`src/rtl/ram_arbiter_pkg.sv`:
```
// Shared types for the cpu/host ram arbiter.
package ram_arbiter_pkg;

    // Arbiter ownership states; encodings are fixed so waveforms and debug tools agree.
    typedef enum logic [1:0] {
        StCpu   = 2'd0,  // cpu owns the ram, accesses pass straight through
        StHaddr = 2'd1,  // host address/command phase on the ram
        StHdata = 2'd2   // ram read data returns; host result registered on exit
    } arb_state_e;

    // Starvation counter width; a zero limit still needs a 1-bit counter.
    function automatic int unsigned starve_width(input int unsigned max_wait);
        return (max_wait > 0) ? $clog2(max_wait + 1) : 1;
    endfunction

endpackage

```
`src/rtl/ram_arbiter.sv`:
```
// Shares the cpu's single-port ram with a host loader/debug port.
// The cpu owns the ram by default; the host is granted when the cpu is idle
// or after HOST_MAX_WAIT consecutive busy cycles, and the cpu is stalled
// for the two cycles the host transaction occupies.
module ram_arbiter
    import ram_arbiter_pkg::*;
#(
    parameter int unsigned AW            = 8,
    parameter int unsigned DW            = 8,
    parameter int unsigned HOST_MAX_WAIT = 4
) (
    input  logic          clk,
    input  logic          rst,
    input  logic          cpu_rden,
    input  logic          cpu_wren,
    input  logic [AW-1:0] cpu_addr,
    input  logic [DW-1:0] cpu_wdata,
    output logic [DW-1:0] cpu_rdata,
    output logic          cpu_stall,
    input  logic          host_req,
    input  logic          host_we,
    input  logic [AW-1:0] host_addr,
    input  logic [DW-1:0] host_wdata,
    output logic          host_ack,
    output logic [DW-1:0] host_rdata,
    output logic [AW-1:0] ram_addr,
    output logic [DW-1:0] ram_data,
    output logic          ram_rden,
    output logic          ram_wren,
    input  logic [DW-1:0] ram_q
);

    localparam int unsigned StarveW = starve_width(HOST_MAX_WAIT);
    localparam logic [StarveW-1:0] StarveMax = StarveW'(HOST_MAX_WAIT);

    arb_state_e         state_q, state_d;
    logic [StarveW-1:0] starve_q, starve_d;
    logic               host_ack_q, host_ack_d;
    logic [DW-1:0]      host_rdata_q, host_rdata_d;

    logic cpu_busy;
    logic host_new;
    logic grant;
    logic rden_raw;
    logic wren_raw;

    assign cpu_busy = cpu_rden | cpu_wren;
    // A request still high during the ack cycle belongs to the finished transaction.
    assign host_new = host_req & ~host_ack_q;
    assign grant    = (state_q == StCpu) & host_new & (~cpu_busy | (starve_q == StarveMax));

    // Next-state, starvation counter and host result registers.
    always_comb begin
        state_d      = state_q;
        starve_d     = starve_q;
        host_ack_d   = 1'b0;
        host_rdata_d = host_rdata_q;
        unique case (state_q)
            StCpu: begin
                if (grant) begin
                    state_d  = StHaddr;
                    starve_d = '0;
                end else if (!host_req) begin
                    starve_d = '0;
                end else if (host_new && cpu_busy && starve_q != StarveMax) begin
                    starve_d = starve_q + 1'b1;
                end
            end
            StHaddr: begin
                state_d = StHdata;
            end
            StHdata: begin
                state_d    = StCpu;
                host_ack_d = 1'b1;
                if (!host_we) begin
                    host_rdata_d = ram_q;
                end
            end
            default: begin
                state_d  = StCpu;
                starve_d = '0;
            end
        endcase
    end

    // Ram port mux; the cpu path is purely combinational.
    always_comb begin
        ram_addr  = cpu_addr;
        ram_data  = cpu_wdata;
        rden_raw  = cpu_rden;
        wren_raw  = cpu_wren;
        cpu_stall = 1'b0;
        unique case (state_q)
            StCpu: begin
                cpu_stall = 1'b0;
            end
            StHaddr: begin
                ram_addr  = host_addr;
                ram_data  = host_wdata;
                rden_raw  = ~host_we;
                wren_raw  = host_we;
                cpu_stall = 1'b1;
            end
            StHdata: begin
                rden_raw  = 1'b0;
                wren_raw  = 1'b0;
                cpu_stall = 1'b1;
            end
            default: begin
                cpu_stall = 1'b0;
            end
        endcase
    end

    // Strobes are gated by reset so an in-flight access is killed immediately.
    assign ram_rden   = rden_raw & rst;
    assign ram_wren   = wren_raw & rst;
    assign cpu_rdata  = ram_q;
    assign host_ack   = host_ack_q;
    assign host_rdata = host_rdata_q;

    // State registers with asynchronous active-low reset.
    always_ff @(posedge clk or negedge rst) begin
        if (!rst) begin
            state_q      <= StCpu;
            starve_q     <= '0;
            host_ack_q   <= 1'b0;
            host_rdata_q <= '0;
        end else begin
            state_q      <= state_d;
            starve_q     <= starve_d;
            host_ack_q   <= host_ack_d;
            host_rdata_q <= host_rdata_d;
        end
    end

endmodule
```
`config.mk`:
```
export PLATFORM = sky130hd
export DESIGN_NAME = ram_arbiter
export DESIGN_NICKNAME = d
export VERILOG_FILES = /design/src/rtl/ram_arbiter_pkg.sv /design/src/rtl/ram_arbiter.sv
export SDC_FILE = /design/constraint.sdc
export NUM_CORES = 1
export LEC_CHECK = 0
export ABC_AREA = 1
export ABC_CLOCK_PERIOD_IN_PS = 2800
export CAP_MARGIN = 15
export CORE_ASPECT_RATIO = 1.25
export CORE_MARGIN = 5
export CORE_UTILIZATION = 35
export DETAILED_ROUTE_END_ITERATION = 12
export PLACE_DENSITY = 0.85
export SYNTH_ARGS = -nofsm -noshare
export SYNTH_HDL_FRONTEND = slang
export SYNTH_SLANG_ARGS = --single-unit
```
`constraint.sdc`:
```
create_clock -name clk -period 2.8 [get_ports clk]
set_input_delay 0.42 -clock clk [delete_from_list [all_inputs] [get_ports clk]]
set_output_delay 0.42 -clock clk [all_outputs]
set_load 0.01 [all_outputs]
```
### Word level (Yosys, flattened, before mapping)

Index checks and enable logic that the tools add are counted.

* input bits: 46
* output and inout bits: 36
* logic and storage cells: 40
* RAM bits: 0
* bits in latches: 0
* bits in registers: 14
* memories kept: 0
* ROM bits: 0

* shifts and indexed selects: 0
* multipliers: 0
* $lt $le $gt $ge: 0
* divide/modulo/power cells: 0
* equality and inequality tests: 6
* bitwise logic cells: 11
* muxes and demuxes: 12
* $add $sub $neg: 1
* reduce and logical (&&, ||, !) cells: 6

Operators by type and width (count)
* 8-bit 2-to-1 mux: 2
* 3-bit 2-to-1 mux: 3
* 3-bit case mux with 2 select lines: 1
* 1-bit AND: 5
* 4-bit by 3-bit inequality test with 1-bit output, second input constant: 1
* 1-bit inverter: 4
* 1-bit case mux with 2 select lines: 2
* 2-bit case mux with 2 select lines: 1
* 2-bit AND reduction: 2
* 3-bit by 1-bit adder with 3-bit output, second input constant: 1
* 3-bit == test, second input constant: 1
* 3-bit inequality test, second input constant: 1
* 2-bit by 1-bit == test with 1-bit output, second input constant: 1
* 2-bit == test, second input constant: 1
* 1-bit logical AND: 2
* 2-bit zero test: 1
* 1-bit 2-to-1 mux: 2
* 2-bit 2-to-1 mux: 1
* 2-bit inequality test, second input constant: 1
* 1-bit OR: 2
* 2-bit OR reduction: 1

### Logic depth before layout (Yosys ltp)

Gate-level depths: netlist of the first run.

* depth in word-level cells: 8
* mapped depth: 8
* mapped depth without buffers: 8

### Worst setup path before layout of the first run

OpenSTA, ideal clock, no wires.

* kind: register -> output
* from: reg state_q[1]
* to: out ram_addr[0]
* slack: 1189 ps
* stages on the path, launching flop included: 6
* required time: 2380 ps
* arrival: 1191 ps
* path buffers: 2
* cells stage by stage: dfrtp_1 inv_1 ha_1 buf_6 buf_12 mux2_4

* longest elaborated chain between the ends: 2

Ends and longest elaborated chain
* start: declaration: line ram_arbiter.sv:36 `arb_state_e state_q, state_d;`
* start signal: assignment: line ram_arbiter.sv:125 `state_q <= StCpu;`
* start signal: assignment: line ram_arbiter.sv:130 `state_q <= state_d;`
* 2-bit by 1-bit == test with 1-bit output: line ram_arbiter.sv:93 `unique case (state_q)`
* 8-bit 2-to-1 mux: line ram_arbiter.sv:93
* end: declaration: line ram_arbiter.sv:26 `output logic [AW-1:0] ram_addr,`

Every way passes these cells.

### Final worst setup path of the first run

* from: reg state_q[1]
* to: out ram_addr[5]

The elaborated chain is that of the path after synthesis.

==> flow_summary.ini, run 1 <==
[cts]
post-cts-setup-buffers = 0
clk-insertion-delay-late_ps = 280
cts.sinks = 14
cts_buffer_depth = 2
numCtsBuffers = 3
clockRootBuffer = clkbuf_4
cts_tree = built
cts_max_level = 1
clkTransAtPathRegs_ps = 80
cts_resized = 0
hold_buffers = 0

[setup_path]
cpLargestDelayFamily = buffers and inverters
cpMaxStageDelayCell = clkdlybuf4s50_1
timing.rr.end = starve_q[1]$_DFFE_PN0P_
max_stage_delay_ps = 500
critical_path_class = reg -> out
timing.critical_path.buf_inv = 3
cp-start-kind = flip-flop
rrSetupSlack_ps = 1400
path_cells = inv_1 -> ha_1 -> buf_4 -> mux2_2 -> clkdlybuf4s50_1
cp.arrival_ps = 2120
cp.depth = 5
critical_path.max_fanout = 18
ff2ff_path_depth = 7
worst_setup_path_end_kind = output pin
cp.required_ps = 2380
r2r_start = state_q[0]$_DFFE_PN0P_

[drt]
routedWlPerCell_um = 14.4
avgViaCountPerCell = 4.68
route.detailed.drc = 0
maxUsedRoutingLayer = met4
drt_first_pass_iters = 4
drt_iter0_markers = 34
wl_met2_mm = 1.71
dr_total_vias = 1072
dr_wl_met3_um = 305
ant_nets = 0
routed_wirelength_mm = 3.31
drt-met1-wl_mm = 1.27

[run]
timing.max_cap.violations = 0

[finish]
syn2layout_area_growth_pct = 79.1
drive_gt1_share_pct = 13.5
n_antenna_cell = 0
multi_input_area_um2 = 537
num-fill-cells = 251
fin_nets = 246
seqCellArea_um2 = 350

[synthesis]
synth_area_leader_cell = dfrtp_1
synth_seq_cells = 14
synth_top_area_share_pct = 34.2
syn_nets = 169
synth_area_leaders = dfrtp_1 (34%), nand2_1 (13%), mux2_4 (12%), mux2_2 (8.8%), ha_1 (7.3%)
syn_area_um2 = 1020
synth_seq_area_share_pct = 34.2
syn_area_per_cell_um2 = 8.76
synth.distinct_cells = 17
yosysWarnings = 0
syn_inst = 117

[die]
die_y_um = 70.5
ios = 82
coreArea_um2 = 2890
rows = 22
die_x_um = 58.4
start_util_pct = 35.5
dieArea_um2 = 4120

[grt]
grt_usage_pct = 16.4
grt_overflow_total = 0
antenna_found_initial = 0
grt_pass1_wl_mm = 5.23
grt_pass1_vias = 1146
grt_max_degree = 19

[sta]
setup_tns_ps = 0
final.setup_skew_ps = 0.503
max_freq_ghz = 0.394
worst_slew_pin_slew_ps = 327
slew_headroom_pct = 78.2
rsz0062_at_grt = false
finalCritPeriodShare_pct = 90.7
period_needed_ps = 2540
drv_slew = 0
setup_violations = 0
final-hold-violation-count = 0
holdWs_ps = 486

[outcome]
outcome = completed

[worst_hold_path]
min_path_cells = 2
min_to = host_rdata[1]$_DFFE_PN0P_
hold_start = host_rdata[1]$_DFFE_PN0P_
hold_class = reg -> reg

[power_and_ir_drop]
pwr-share-seq_pct = 27.1
leakagePower_nw = 0.838
swShare_pct = 36.5
p_int_mw = 0.788
p_switching_mw = 0.452
ir_drop_v = 0.000450
p_comb_share_pct = 61.5
p_per_area_nw_per_um2 = 676
clkPwrFrac_pct = 11.4

[placed_design]
hpwl_mm = 2.84
portBuffers = 81
gp_congestion = 0.751
flip-flops by register name, indices dropped and copies added (netlist names):
signal,cells
host_rdata,8
starve_q,3
state_q,2
host_ack,1
cells in the final DEF (no fill, tap or decap):
cell | Yosys | final
o21ai_0 | 1 | 1
nand2_1 | 35 | 35
dfrtp_1 | 14 | 14
buf_4 | 8 | 2
clkbuf_8 | 0 | 1
nand2_2 | 2 | 2
nor2_2 | 1 | 1
inv_2 | 1 | 1
clkdlybuf4s50_1 | 0 | 81
ha_1 | 6 | 6
inv_1 | 10 | 10
clkbuf_4 | 0 | 3
mux2_4 | 8 | 8
nand3_1 | 15 | 15
mux2_2 | 8 | 8
a21oi_1 | 2 | 2
nor2_1 | 3 | 3
power by group through the flow:
stage               Combinational (mW)  Sequential (mW)  Clock (mW)
finish                           0.763            0.337       0.141
global route                     0.832            0.345       0.158
CTS                              0.771            0.336       0.146
detailed placement               0.767            0.338           0
global placement                 0.736            0.333           0
floorplan                        0.386            0.356           0
cell usage after synthesis, drive strengths merged:
library cell / count
ha: 6
dfrtp: 14
buf: 11
a21oi: 2
nor2: 4
nand2: 37
mux2: 16
nand3: 15
o21ai: 1
inv: 11
worst max-delay path by stage:
stage                  endpoint  slack (ps)                    from
finish              ram_addr[5]         260  state_q[1]$_DFFE_PN0P_
global route        ram_addr[5]         180  state_q[1]$_DFFE_PN0P_
CTS                 ram_addr[5]         250  state_q[1]$_DFFE_PN0P_
detailed placement  ram_addr[5]         560  state_q[1]$_DFFE_PN0P_
global placement       ram_rden         610                 host_we
floorplan           ram_addr[0]        1190  state_q[1]$_DFFE_PN0P_
worst min-delay path, cell delays in order, from the launching register on:
cell and delay, ps:
dfrtp_1 360, nand2_1 50, nand2_1 40
stage by stage:
step,cells,instance area [µm²],total power [mW],utilization (%),setup WS [ps]
6_report,229,1840,1.24,63.5,262
5_1_grt,229,1840,1.34,63.5,178
4_1_cts,229,1840,1.25,63.5,252
3_5_place_dp,225,1800,1.10,62.3,565
3_3_place_gp,225,1800,1.07,62.3,607
2_1_floorplan,117,1020,0.742,-,1190
cell type report:
| type | count | share of cell area, % |
|---|---|---|
| sequential | 14 | 19.1 |
| clock buffer | 4 | 1.98 |
| inverter | 11 | 2.25 |
| timing repair buffer | 83 | 45.0 |
| multi-input combinational | 81 | 29.2 |
| tap | 36 | 2.45 |
kinds of logic (layout without fill, tap and decap cells):
group	after synthesis	in the layout	synth area share (%)
adders and majority gates	6	6	7.33
buffers and inverters	22	98	13.4
AOI/OAI and AO/OA	3	3	1.46
DFF	14	14	34.2
and+or+nand+nor	56	56	23.1
muxes	16	16	20.5
layer usage:
| layer | vias to the layer above | track usage [%] |
|---|---|---|
| met1 | 493 | 18.3 |
| li1 | 518 | - |
| met3 | 3 | 4.25 |
| met4 | 0 | 4.64 |
| met2 | 58 | 29.6 |
| met5 | - | 0 |
(Power assumes the default switching activity.)
==> run 2, diff against run 1 <==
- CORE_MARGIN: 5 -> 2
==> flow_summary.ini, run 2 (synthesized netlist as in run 1, its figures left out) <==
[outcome]
outcome = completed

[cts]
cts.sinks = 14
clk-insertion-delay-late_ps = 280
cts_tree = built
post-cts-setup-buffers = 0
clockRootBuffer = clkbuf_4
clkTransAtPathRegs_ps = 90
cts_buffer_depth = 2
numCtsBuffers = 3
hold_buffers = 0
cts_max_level = 1
cts_resized = 0

[sta]
worst_slew_pin_slew_ps = 310
rsz0062_at_grt = false
finalWorstSetupSlack_ps = 285
setup_violations = 0
final-hold-violation-count = 0
period_needed_ps = 2510
final.setup_skew_ps = 6.30
finalCritPeriodShare_pct = 89.8
holdWs_ps = 476
max_freq_ghz = 0.398
drv_slew = 0
setup_tns_ps = 0
slew_headroom_pct = 79.3

[setup_path]
critical_path_class = reg -> out
cp.arrival_ps = 2090
cp-start-kind = flip-flop
critical_path.max_fanout = 18
cp.required_ps = 2380
worst_setup_path_end_kind = output pin

[placed_design]
portBuffers = 81
dp_slack_ps = 593
hpwl_mm = 2.70
placed_area_um2 = 1800
gp_congestion = 0.778

[power_and_ir_drop]
clkPwrFrac_pct = 11.6
p_comb_share_pct = 61.3
p_int_mw = 0.788
p_per_area_nw_per_um2 = 675
pwr-share-seq_pct = 27.1
p_switching_mw = 0.449
ir_drop_v = 0.000476
leakagePower_nw = 0.838
swShare_pct = 36.3

[grt]
grt_pass1_wl_mm = 5.05
grt_overflow_total = 0
antenna_found_initial = 0
grt_max_degree = 19
grt_usage_pct = 19.8
grt_pass1_vias = 1113

[drt]
avgViaCountPerCell = 4.79
routed_wirelength_mm = 3.12
ant_nets = 0
routedWlPerCell_um = 13.7
route.detailed.drc = 0
drt_iter0_markers = 9
drt_first_pass_iters = 4
dr_total_vias = 1087

[die]
rows = 21
die_x_um = 52.4
coreArea_um2 = 2730
ios = 82
start_util_pct = 37.5
dieArea_um2 = 3380
die_y_um = 64.5

[finish]
largest_reg_flops = 8
n_antenna_cell = 0
final_cell_mix = clkdlybuf4s50_1 (81), nand2_1 (35), nand3_1 (15)
final_common_cell = clkdlybuf4s50_1
design_area_um2 = 1830
fin_nets = 246
syn2layout_area_growth_pct = 78.9
drive_gt1_share_pct = 13.5

[run]
timing.max_cap.violations = 0

[worst_hold_path]
hold_class = in -> async
run 2: worst paths after layout:
kind / start / to / slack (ps) / depth (start not counted)
min in group clk: host_rdata[6]$_DFFE_PN0P_ / host_rdata[6]$_DFFE_PN0P_ / 490 / 2
worst min-delay path: rst / host_rdata[5]$_DFFE_PN0P_ / 480 / 2
worst max register to register: state_q[0]$_DFFE_PN0P_ / starve_q[2]$_DFFE_PN0P_ / 1390 / 7
max in group asynchronous: rst / starve_q[2]$_DFFE_PN0P_ / 2160 / 2
worst max-delay path: state_q[1]$_DFFE_PN0P_ / ram_addr[5] / 290 / 5
worst min register to register: host_rdata[6]$_DFFE_PN0P_ / host_rdata[6]$_DFFE_PN0P_ / 490 / 2
run 2: layout make-up:
cell class	instances	area, µm²
inverters	11	41.3
well taps	34	42.5
fillers	240	900
repair buffers	83	826
clock buffers	4	36.3
multi-input cells	81	537
flip-flops and latches	14	350
run 2: power groups by stage:
stage | registers, mW | logic, mW | clock network, mW
floorplan | 0.356 | 0.386 | 0
global placement | 0.335 | 0.735 | 0
detailed placement | 0.337 | 0.765 | 0
CTS | 0.337 | 0.767 | 0.150
global route | 0.348 | 0.827 | 0.158
finish | 0.336 | 0.758 | 0.144
run 2: routing by layer:
| metal | global-route usage (%) | routed length [µm] |
|---|---|---|
| met3 | 4.15 | 309 |
| met5 | 0 | 0 |
| met4 | 6.73 | 43 |
| met2 | 35.8 | 1590 |
| met1 | 22.3 | 1180 |
run 2: worst max-delay path, cell delays in order (launching register included):
cell,delay [ps]
dfrtp_1,410
inv_1,110
ha_1,150
buf_4,270
mux2_2,370
clkdlybuf4s50_1,500
run 2: per-stage QoR:
step / instances / utilization, % / power (mW)
CTS: 227 / 67.1 / 1.25
global route: 227 / 67.1 / 1.33
global placement: 223 / 65.8 / 1.07
finish: 227 / 67.1 / 1.24
detailed placement: 223 / 65.8 / 1.10
floorplan: 117 / - / 0.742
==> run 3, diff against run 2 <==
- ABC_AREA: 1 -> default
- CORE_UTILIZATION: 35 -> 34
- PLACE_DENSITY: 0.85 -> 0.84
==> flow_summary.ini, run 3 <==
[outcome]
outcome = completed

[grt]
grt_overflow_total = 0
antenna_found_initial = 0
grt_pass1_vias = 1007
grt_usage_pct = 16.7
grt_pass1_wl_mm = 4.35
grt_max_degree = 15

[sta]
final-hold-violation-count = 0
worst_slew_pin_slew_ps = 763
setup_tns_ps = 0
holdWs_ps = 494
drv_slew = 0
slew_headroom_pct = 49.0
max_freq_ghz = 0.386
setup_violations = 0
final.setup_skew_ps = 1.62
finalCritPeriodShare_pct = 92.6
period_needed_ps = 2590
rsz0062_at_grt = false

[synthesis]
async_reset_ff_share_pct = 100
synth_top_area_share_pct = 35.8
synth_area_leaders = dfrtp_1 (36%), mux2_2 (15%), mux2_1 (13%), ha_1 (7.7%), buf_4 (6.9%)
synth_area_leader_cell = dfrtp_1
yosysWarnings = 0
syn_area_per_cell_um2 = 11.4
syn_area_um2 = 978
syn_nets = 138
ys_top_cells_by_count = dfrtp_1 (14), mux2_2 (13), mux2_1 (11), buf_4 (9), inv_1 (7)
synth_seq_cells = 14
synth.distinct_cells = 25
ys.flop_type = dfrtp_1
synth_edf_count = 0
syn_inst = 86
synth_seq_area_share_pct = 35.8
yosysMostFrequentCell = dfrtp_1

[drt]
dr_total_vias = 949
routedWlPerCell_um = 14.0
avgViaCountPerCell = 4.84
drt_first_pass_iters = 4
ant_nets = 0
drt_iter0_markers = 4
route.detailed.drc = 0
routed_wirelength_mm = 2.75

[cts]
clockRootBuffer = clkbuf_4
hold_buffers = 0
clk-insertion-delay-late_ps = 260
clkTransAtPathRegs_ps = 80
cts_tree = built
cts_resized = 0
cts_max_level = 1
cts.sinks = 14
numCtsBuffers = 3
cts_buffer_depth = 2
post-cts-setup-buffers = 0

[setup_path]
worst_setup_path_end_kind = output pin
setup.worst_path.start = state_q[0]$_DFFE_PN0P_
timing.critical_path.buf_inv = 2
r2r_start = state_q[0]$_DFFE_PN0P_
path_cells = inv_1 -> ha_1 -> or2b_1 -> a21boi_1 -> clkdlybuf4s50_1
cp-start-kind = flip-flop
cp.required_ps = 2380
cpLargestDelayFamily = buffers and inverters
cpMaxStageDelayCell = clkdlybuf4s50_1
critical_path.max_fanout = 9
max_stage_delay_ps = 570
cp.arrival_ps = 2170
critical_path_class = reg -> out

[worst_hold_path]
hold_class = reg -> reg
hold_start = host_rdata[6]$_DFFE_PN0P_

[die]
ios = 82
die_y_um = 64.0
dieArea_um2 = 3330
coreArea_um2 = 2710
start_util_pct = 36.2
die_x_um = 52.0
rows = 21

[power_and_ir_drop]
pwr-share-seq_pct = 25.8
p_switching_mw = 0.450
leakagePower_nw = 0.732
swShare_pct = 33.8
ir_drop_v = 0.000552
p_int_mw = 0.881
p_per_area_nw_per_um2 = 741
clkPwrFrac_pct = 10.1
p_comb_share_pct = 64.0

[placed_design]
gp_congestion = 0.790
portBuffers = 81
hpwl_mm = 2.42

[run]
timing.max_cap.violations = 0

[finish]
final_cell_mix = clkdlybuf4s50_1 (81), dfrtp_1 (14), mux2_2 (13)
largest_reg_flops = 8
n_antenna_cell = 0
syn2layout_area_growth_pct = 83.5
drive_gt1_share_pct = 14.8
final_common_cell = clkdlybuf4s50_1
fin_nets = 215
utilization_pct = 66.3
==> run 3: cell types whose count changed in the layout (fill, tap and decap cells not counted), moves of 3 or more <==
cell / delta
nor2_1: -3
mux2_2: +5
nand3_1: -14
mux2_4: -7
mux2_1: +11
inv_1: -3
nand2_1: -31
==> run 3: area by class of cell <==
type,instances,area [µm²]
Fill cell,220,911
Timing Repair Buffer,84,833
Sequential cell,14,350
Inverter,7,26.3
Tap cell,34,42.5
Multi-Input combinational cell,53,507
Clock buffer,4,36.3
==> run 3: worst paths after layout <==
check | to | slack (ps) | depth (start not counted)
setup / recovery | ram_wren | 210 | 5
hold / removal | host_rdata[6]$_DFFE_PN0P_ | 490 | 1
setup reg to reg | host_rdata[4]$_DFFE_PN0P_ | 960 | 4
hold reg to reg | host_rdata[6]$_DFFE_PN0P_ | 490 | 1
max in group asynchronous | starve_q[2]$_DFFE_PN0P_ | 2120 | 2
min in group asynchronous | host_rdata[7]$_DFFE_PN0P_ | 520 | 2
==> run 3: logic make-up after synthesis <==
logic type               Yosys count  synth area share [%]
AO/OA/AOI/OAI                     10                  7.67
adder cells (fa/ha/maj)            6                  7.67
buffers and inverters             19                  12.4
flip-flops                        14                  35.8
multiplexers                      25                  29.2
AND/OR/NAND/NOR                   12                  7.29
==> run 3: power groups by stage <==
stage | Combinational [mW] | Clock [mW] | Sequential (mW)
2_1_floorplan | 0.427 | 0 | 0.371
3_3_place_gp | 0.834 | 0 | 0.340
3_5_place_dp | 0.860 | 0 | 0.349
4_1_cts | 0.864 | 0.142 | 0.344
5_1_grt | 0.910 | 0.156 | 0.358
6_report | 0.852 | 0.135 | 0.344
==> run 3: per-layer routing <==
metal | GRT usage (%) | wire, µm
met5 | 0 | 0
met4 | 2.96 | 0
met3 | 7.48 | 461
met2 | 31.2 | 1360
met1 | 16.4 | 932
==> run 3: metrics by stage <==
stage	cell area [µm²]	cells	total power [mW]	setup slack (ps)
2_1_floorplan	978	86	0.798	1060
3_3_place_gp	1760	192	1.17	498
3_5_place_dp	1760	192	1.21	501
4_1_cts	1800	196	1.35	215
5_1_grt	1800	196	1.43	86.0
6_report	1800	196	1.33	207
